--- config.mk ---
export PLATFORM = sky130hd
export DESIGN_NAME = multicycle_control_unit
export DESIGN_NICKNAME = d
export VERILOG_FILES = /design/src/rtl/multicycle_control_unit_pkg.sv /design/src/rtl/multicycle_control_unit_alu_decoder.sv /design/src/rtl/multicycle_control_unit.sv
export SDC_FILE = /design/constraint.sdc
export NUM_CORES = 1
export LEC_CHECK = 0
export ABC_CLOCK_PERIOD_IN_PS = 3090
export BUFFER_PORTS_ARGS = -buffer_cell sky130_fd_sc_hd__buf_4
export CAP_MARGIN = 20
export CORE_UTILIZATION = 25
export CTS_CLUSTER_DIAMETER = 200
export DETAILED_ROUTE_END_ITERATION = 6
export SKIP_LAST_GASP = 1
export SLEW_MARGIN = 40
export SYNTH_ARGS = -nofsm -noshare
export SYNTH_HDL_FRONTEND = slang
export SYNTH_SLANG_ARGS = --single-unit
--- constraint.sdc ---
create_clock -name clk -period 3.09 [get_ports clk]
set_clock_uncertainty 0.15 [all_clocks]
set_input_delay 0.4635 -clock clk [delete_from_list [all_inputs] [get_ports clk]]
set_output_delay 0.4635 -clock clk [all_outputs]
set_load 0.01 [all_outputs]
--- src/rtl/multicycle_control_unit_pkg.sv ---
// Shared encodings for the multicycle MIPS control unit: state enum, opcode/funct
// values, ULA operation codes and datapath mux selects.
package mcu_pkg;

   typedef enum logic [3:0] {
      FETCH    = 4'd0,
      DECODE   = 4'd1,
      MEMADR   = 4'd2,
      MEMREAD  = 4'd3,
      MEMWB    = 4'd4,
      MEMWRITE = 4'd5,
      EXECUTE  = 4'd6,
      ALUWB    = 4'd7,
      BRANCH   = 4'd8,
      ADDIEX   = 4'd9,
      ADDIWB   = 4'd10,
      JUMP     = 4'd11,
      TRAP     = 4'd12
   } state_t;

   localparam logic [5:0] OP_RTYPE = 6'h00;
   localparam logic [5:0] OP_J     = 6'h02;
   localparam logic [5:0] OP_BEQ   = 6'h04;
   localparam logic [5:0] OP_BNE   = 6'h05;
   localparam logic [5:0] OP_ADDI  = 6'h08;
   localparam logic [5:0] OP_LW    = 6'h23;
   localparam logic [5:0] OP_SW    = 6'h2B;

   localparam logic [5:0] FN_ADD = 6'h20;
   localparam logic [5:0] FN_SUB = 6'h22;
   localparam logic [5:0] FN_AND = 6'h24;
   localparam logic [5:0] FN_OR  = 6'h25;
   localparam logic [5:0] FN_NOR = 6'h27;
   localparam logic [5:0] FN_SLT = 6'h2A;

   localparam logic [2:0] ULA_AND = 3'b000;
   localparam logic [2:0] ULA_OR  = 3'b001;
   localparam logic [2:0] ULA_ADD = 3'b010;
   localparam logic [2:0] ULA_NOR = 3'b011;
   localparam logic [2:0] ULA_SUB = 3'b110;
   localparam logic [2:0] ULA_SLT = 3'b111;

   localparam logic [1:0] SRCB_B      = 2'b00;
   localparam logic [1:0] SRCB_FOUR   = 2'b01;
   localparam logic [1:0] SRCB_IMM    = 2'b10;
   localparam logic [1:0] SRCB_IMM_SH = 2'b11;

   localparam logic [1:0] PCSRC_ULA    = 2'b00;
   localparam logic [1:0] PCSRC_ALUOUT = 2'b01;
   localparam logic [1:0] PCSRC_JUMP   = 2'b10;

endpackage

--- src/rtl/multicycle_control_unit_alu_decoder.sv ---
// R-type function field decode: ULA operation plus a flag for supported functs,
// used by the FSM to divert unknown R-type instructions to the trap state.
module alu_decoder
   import mcu_pkg::*;
(
   input  logic [5:0] funct,
   output logic [2:0] ula_control,
   output logic       funct_legal
);

   always_comb begin
      ula_control = ULA_ADD;
      funct_legal = 1'b1;
      case (funct)
         FN_ADD:  ula_control = ULA_ADD;
         FN_SUB:  ula_control = ULA_SUB;
         FN_AND:  ula_control = ULA_AND;
         FN_OR:   ula_control = ULA_OR;
         FN_NOR:  ula_control = ULA_NOR;
         FN_SLT:  ula_control = ULA_SLT;
         default: funct_legal = 1'b0;
      endcase
   end

endmodule

--- src/rtl/multicycle_control_unit.sv ---
// Multicycle MIPS control FSM: sequences fetch/decode/execute/writeback with
// memory wait states, optional single-step gating and an illegal-instruction trap.
module multicycle_control_unit
   import mcu_pkg::*;
#(
   parameter int MEM_WAIT  = 0,
   parameter int STEP_MODE = 0,
   parameter int ULA_W     = 3
) (
   input  logic             clk,
   input  logic             rst,
   input  logic             step,
   input  logic [5:0]       OP,
   input  logic [5:0]       Funct,
   output logic             PCWrite,
   output logic             Branch,
   output logic             BranchNe,
   output logic             IorD,
   output logic             IRWrite,
   output logic             MemWrite,
   output logic             RegWrite,
   output logic             RegDst,
   output logic             MemtoReg,
   output logic             ULASrcA,
   output logic [1:0]       ULASrcB,
   output logic [1:0]       PCSrc,
   output logic [ULA_W-1:0] ULAControl,
   output logic             instr_done,
   output logic             illegal,
   output logic [3:0]       state_o
);

   localparam int CW = (MEM_WAIT > 0) ? $clog2(MEM_WAIT + 1) : 1;

   state_t          state, state_next;
   logic [CW-1:0]   cnt;
   logic            is_load, is_bne;
   logic            advance, mem_state, last_wait;
   logic [2:0]      r_ula;
   logic            funct_legal;

   alu_decoder u_alu_decoder (
      .funct       (Funct),
      .ula_control (r_ula),
      .funct_legal (funct_legal)
   );

   assign advance   = (STEP_MODE == 0) || step;
   assign mem_state = (state == FETCH) || (state == MEMREAD) || (state == MEMWRITE);
   assign last_wait = (cnt == CW'(MEM_WAIT));
   assign state_o   = state;

   // Instruction kind is latched in DECODE so later states ignore OP changes.
   always_ff @(posedge clk) begin
      if (rst) begin
         state   <= FETCH;
         cnt     <= '0;
         is_load <= 1'b0;
         is_bne  <= 1'b0;
      end else if (advance) begin
         state <= state_next;
         if (state_next != state)
            cnt <= '0;
         else if (mem_state && !last_wait)
            cnt <= cnt + 1'b1;
         if (state == DECODE) begin
            is_load <= (OP == OP_LW);
            is_bne  <= (OP == OP_BNE);
         end
      end
   end

   always_comb begin
      state_next = state;
      case (state)
         FETCH:    if (last_wait) state_next = DECODE;
         DECODE: begin
            case (OP)
               OP_LW, OP_SW:   state_next = MEMADR;
               OP_RTYPE:       state_next = funct_legal ? EXECUTE : TRAP;
               OP_BEQ, OP_BNE: state_next = BRANCH;
               OP_ADDI:        state_next = ADDIEX;
               OP_J:           state_next = JUMP;
               default:        state_next = TRAP;
            endcase
         end
         MEMADR:   state_next = is_load ? MEMREAD : MEMWRITE;
         MEMREAD:  if (last_wait) state_next = MEMWB;
         MEMWB:    state_next = FETCH;
         MEMWRITE: if (last_wait) state_next = FETCH;
         EXECUTE:  state_next = ALUWB;
         ALUWB:    state_next = FETCH;
         BRANCH:   state_next = FETCH;
         ADDIEX:   state_next = ADDIWB;
         ADDIWB:   state_next = FETCH;
         JUMP:     state_next = FETCH;
         TRAP:     state_next = TRAP;
         default:  state_next = FETCH;
      endcase
   end

   always_comb begin
      PCWrite    = 1'b0;
      Branch     = 1'b0;
      BranchNe   = 1'b0;
      IorD       = 1'b0;
      IRWrite    = 1'b0;
      MemWrite   = 1'b0;
      RegWrite   = 1'b0;
      RegDst     = 1'b0;
      MemtoReg   = 1'b0;
      ULASrcA    = 1'b0;
      ULASrcB    = SRCB_B;
      PCSrc      = PCSRC_ULA;
      ULAControl = '0;
      instr_done = 1'b0;
      illegal    = 1'b0;
      case (state)
         FETCH: begin
            ULASrcB    = SRCB_FOUR;
            ULAControl = ULA_W'(ULA_ADD);
            IRWrite    = last_wait;
            PCWrite    = last_wait;
         end
         DECODE: begin
            ULASrcB    = SRCB_IMM_SH;
            ULAControl = ULA_W'(ULA_ADD);
         end
         MEMADR, ADDIEX: begin
            ULASrcA    = 1'b1;
            ULASrcB    = SRCB_IMM;
            ULAControl = ULA_W'(ULA_ADD);
         end
         MEMREAD:  IorD = 1'b1;
         MEMWB: begin
            MemtoReg   = 1'b1;
            RegWrite   = 1'b1;
            instr_done = 1'b1;
         end
         MEMWRITE: begin
            IorD       = 1'b1;
            MemWrite   = last_wait;
            instr_done = last_wait;
         end
         EXECUTE: begin
            ULASrcA    = 1'b1;
            ULAControl = ULA_W'(r_ula);
         end
         ALUWB: begin
            RegDst     = 1'b1;
            RegWrite   = 1'b1;
            instr_done = 1'b1;
         end
         BRANCH: begin
            ULASrcA    = 1'b1;
            ULAControl = ULA_W'(ULA_SUB);
            PCSrc      = PCSRC_ALUOUT;
            Branch     = !is_bne;
            BranchNe   = is_bne;
            instr_done = 1'b1;
         end
         ADDIWB: begin
            RegWrite   = 1'b1;
            instr_done = 1'b1;
         end
         JUMP: begin
            PCSrc      = PCSRC_JUMP;
            PCWrite    = 1'b1;
            instr_done = 1'b1;
         end
         TRAP:     illegal = 1'b1;
         default:  ;
      endcase
      // A held step cycle must not commit anything to the datapath.
      if (!advance) begin
         PCWrite    = 1'b0;
         IRWrite    = 1'b0;
         MemWrite   = 1'b0;
         RegWrite   = 1'b0;
         Branch     = 1'b0;
         BranchNe   = 1'b0;
         instr_done = 1'b0;
      end
      if (rst) begin
         PCWrite    = 1'b0;
         Branch     = 1'b0;
         BranchNe   = 1'b0;
         IorD       = 1'b0;
         IRWrite    = 1'b0;
         MemWrite   = 1'b0;
         RegWrite   = 1'b0;
         RegDst     = 1'b0;
         MemtoReg   = 1'b0;
         ULASrcA    = 1'b0;
         ULASrcB    = SRCB_B;
         PCSrc      = PCSRC_ULA;
         ULAControl = '0;
         instr_done = 1'b0;
         illegal    = 1'b0;
      end
   end

endmodule

==> key figures <==
Yosys
  • EDFF count, synth: 0
  • List of most frequent post-synthesis cells: nor2_1 (12), nand2_1 (10), a21oi_1 (8), nor3_1 (8), dfxtp_1 (7)
  • YS warnings: 0
  • Post-synthesis sequential area ratio: 14.91%
  • Cell count after synthesis: 135
  • Synth area leaders: dfxtp_1 (15%), nor2_1 (4.8%), nor3b_1 (4.8%)
  • FF+latch count, synth: 7
  • Syn Area/Cell: 6.960 um^2
  • Synthesized area: 939.7 um^2
  • Async set or reset register ratio after synthesis: 0%
  • Yosys cell types: 52
  • Top cell type by total area after synthesis: dfxtp_1
  • Ys flop type: dfxtp_1
  • Most frequent cell after synthesis: nor2_1
  • Syn Nets: 150
  • Share of the synthesized area in the top cell type: 14.91%

STA
  • Worst slew pin tran: 664.6 ps
  • Fmax: 408.9 MHz
  • Final Hold Vio Count: 0
  • Tmin final: 2445 ps
  • Slew HR: 55.63%
  • Hold WS: 309.2 ps
  • Final period utilization: 79.14%
  • RSZ-0062 raised after global routing: no
  • Final-report max-slew violation count: 0
  • Setup TNS: 0 ps
  • Final Setup Violations: 0

Pwr
  • Power Density: 547.0 nW/um^2
  • Worst vdd ir: 0.1709 mV
  • Cell-internal power: 385.8 uW
  • LEAKAGE: 0.5012 nW
  • Clock power share: 18.4%
  • Combinational share of power: 57.0%
  • Net Sw Frac: 43.97%
  • Net switching power figure: 302.8 uW
  • Sequential power share: 24.6%

Drt
  • Vias per cell: 5.370
  • Wire length on met2: 1.249 mm
  • Drt first pass iters: 4
  • Met3 routed wirelength: 143 um
  • DRC violations left: 0
  • Overall via count from detail_route: 1133
  • Wirelength, routed: 2.795 mm
  • Highest metal used: met4
  • DRT iter0 DRCs: 152
  • Post-route ant nets: 0
  • Routed len/inst: 13.25 um
  • Metal1 wirelength: 1.363 mm

Flow run
  • Max-cap viol count: 0

Clock network
  • CTS tree: done
  • Htree depth: 1
  • Number of post-CTS setup repair buffers: 0
  • Hold-fix buffers at CTS: 0
  • Clock transition at path regs: 40 ps
  • # clock sinks: 7
  • Clk_lat worst skew: 230 ps
  • Cts repair resizes: 0
  • Cts bufs inserted: 3
  • CTS Buffer Depth: 2
  • Clock root cell: clkbuf_8

Hold path
  • Min-Delay Path Class: in -> reg

Critical path
  • CP Cell Sequence: buf_4 -> nor4_1 -> nor3b_1 -> or2_2 -> buf_4
  • CP Class: reg -> out
  • Cell mode on critical path: buf_4
  • Slowest cell delay on critical path: 460 ps
  • Family with the most delay on the worst path: simple AND/OR/NAND/NOR gates
  • Critical Path End Type: output pin
  • CP startpoint kind: flip-flop
  • CP Buf/Inv Count: 2
  • Crit-path slowest cell: dfxtp_1
  • Crit path required time: 2480 ps
  • Worst Path Max Fanout: 16
  • Crit path DAT: 1830 ps

Cells and area
  • Area growth syn-to-layout: 33.96%
  • N_diodes: 0
  • Layout fillers: 388
  • Finished Layout Cells: 211
  • Share of cells above drive strength 1: 32.12%
  • Layout Nets: 181

Floorplanning
  • Initial core utilization: 27.09%
  • Die Ht: 63.31 um
  • Number of core rows: 21
  • Die area: 4008 um^2
  • Die Wd: 63.31 um
  • I/O pin cnt: 38
  • Core Region: 3468 um^2

Global route
  • Largest net degree at the start of global routing: 21
  • Initial antenna violation count: 0
  • Vias in the first global route: 997
  • Global-route usage over all layers: 14.63%
  • Global-route wire length before repair: 4.719 mm
  • Gr ovfl total: 0

Placed design
  • Placed Instances: 207
  • RD Place Congestion: 0.8173
  • DP HPWL: 2.025 mm
  • Buffers added on ports: 36

Outcome
  • Outcome: complete, no violations
==> area by class of cell <==
type | instances | area, um^2 | area share (%)
Sequential cell | 7 | 140.1 | 11.13
Timing Repair Buffer | 38 | 285.3 | 22.66
Inverter | 4 | 15.01 | 1.193
Tap cell | 46 | 57.56 | 4.573
Multi-Input combinational cell | 112 | 715.7 | 56.86
Clock buffer | 4 | 45.04 | 3.579
==> per-stage QoR <==
stage	cell area (um^2)	total power [mW]	utilization (%)	setup WS [ps]
after floorplan	939.7	0.4187	-	798.0
after global placement	1214	0.5503	34.99	928.9
after detailed placement	1214	0.5580	34.99	893.8
after CTS	1259	0.6889	36.29	652.2
after global routing	1259	0.7384	36.29	464.2
final	1259	0.6886	36.29	644.6
==> registers in the layout, summed over array words and instances (netlist names) <==
name     count
is_load      1
is_bne       1
cnt          1
state_o      4
==> power by group through the flow <==
stage	logic [mW]	registers, mW	clock network [mW]
after global placement	0.384	0.166	0
after floorplan	0.291	0.128	0
after CTS	0.392	0.166	0.130
final	0.392	0.170	0.127
after detailed placement	0.390	0.168	0
after global routing	0.428	0.173	0.137
==> worst reg2reg max path, stage by stage (launching register included) <==
cell and delay, ps:
dfxtp_1 740, or4b_1 570, a311o_1 380, nor3b_1 140
==> cells by family (layout without fill, tap and decap cells) <==
kind of cell | after synthesis | count (layout) | synth area share [%]
flip-flops | 7 | 7 | 14.91
XOR/XNOR | 3 | 3 | 2.797
AO/OA/AOI/OAI | 33 | 33 | 24.90
AND/OR/NAND/NOR | 74 | 74 | 46.21
buffers and inverters | 16 | 46 | 8.920
multiplexers | 2 | 2 | 2.264
==> final timing paths <==
| check | slack [ps] | to | depth (start not counted) | start |
|---|---|---|---|---|
| setup / recovery | 640 | PCWrite | 5 | state_o[1]$_SDFF_PP0_ |
| hold / removal | 310 | state_o[1]$_SDFF_PP0_ | 2 | OP[4] |
| setup reg to reg | 990 | cnt$_SDFFE_PP0P_ | 3 | state_o[0]$_SDFF_PP0_ |
| hold reg to reg | 330 | is_load$_SDFFE_PP0P_ | 2 | is_load$_SDFFE_PP0P_ |
==> layout by cell type (no fill, tap or decap), types with 2 or more instances in the layout <==
cell	instances
nor3b_1	6
nand2b_1	5
nor3_1	8
xor2_1	2
dfxtp_1	7
or3b_2	2
nand2_1	10
or2_2	2
and3_1	3
nor2_1	12
nor2b_1	3
clkbuf_8	3
nand3b_1	5
o21ai_0	6
a21oi_1	8
nor4_1	4
a221oi_1	2
nand4_1	2
buf_4	38
nand3_1	3
a211oi_1	2
inv_1	4
==> metal layers <==
layer / vias to the layer above / GRT usage, %
met5: - / 0
met4: 0 / 6.534
met3: 5 / 3.261
met2: 33 / 22.18
met1: 534 / 19.59
li1: 561 / -
Note: power is estimated with default switching activity, not from simulation.
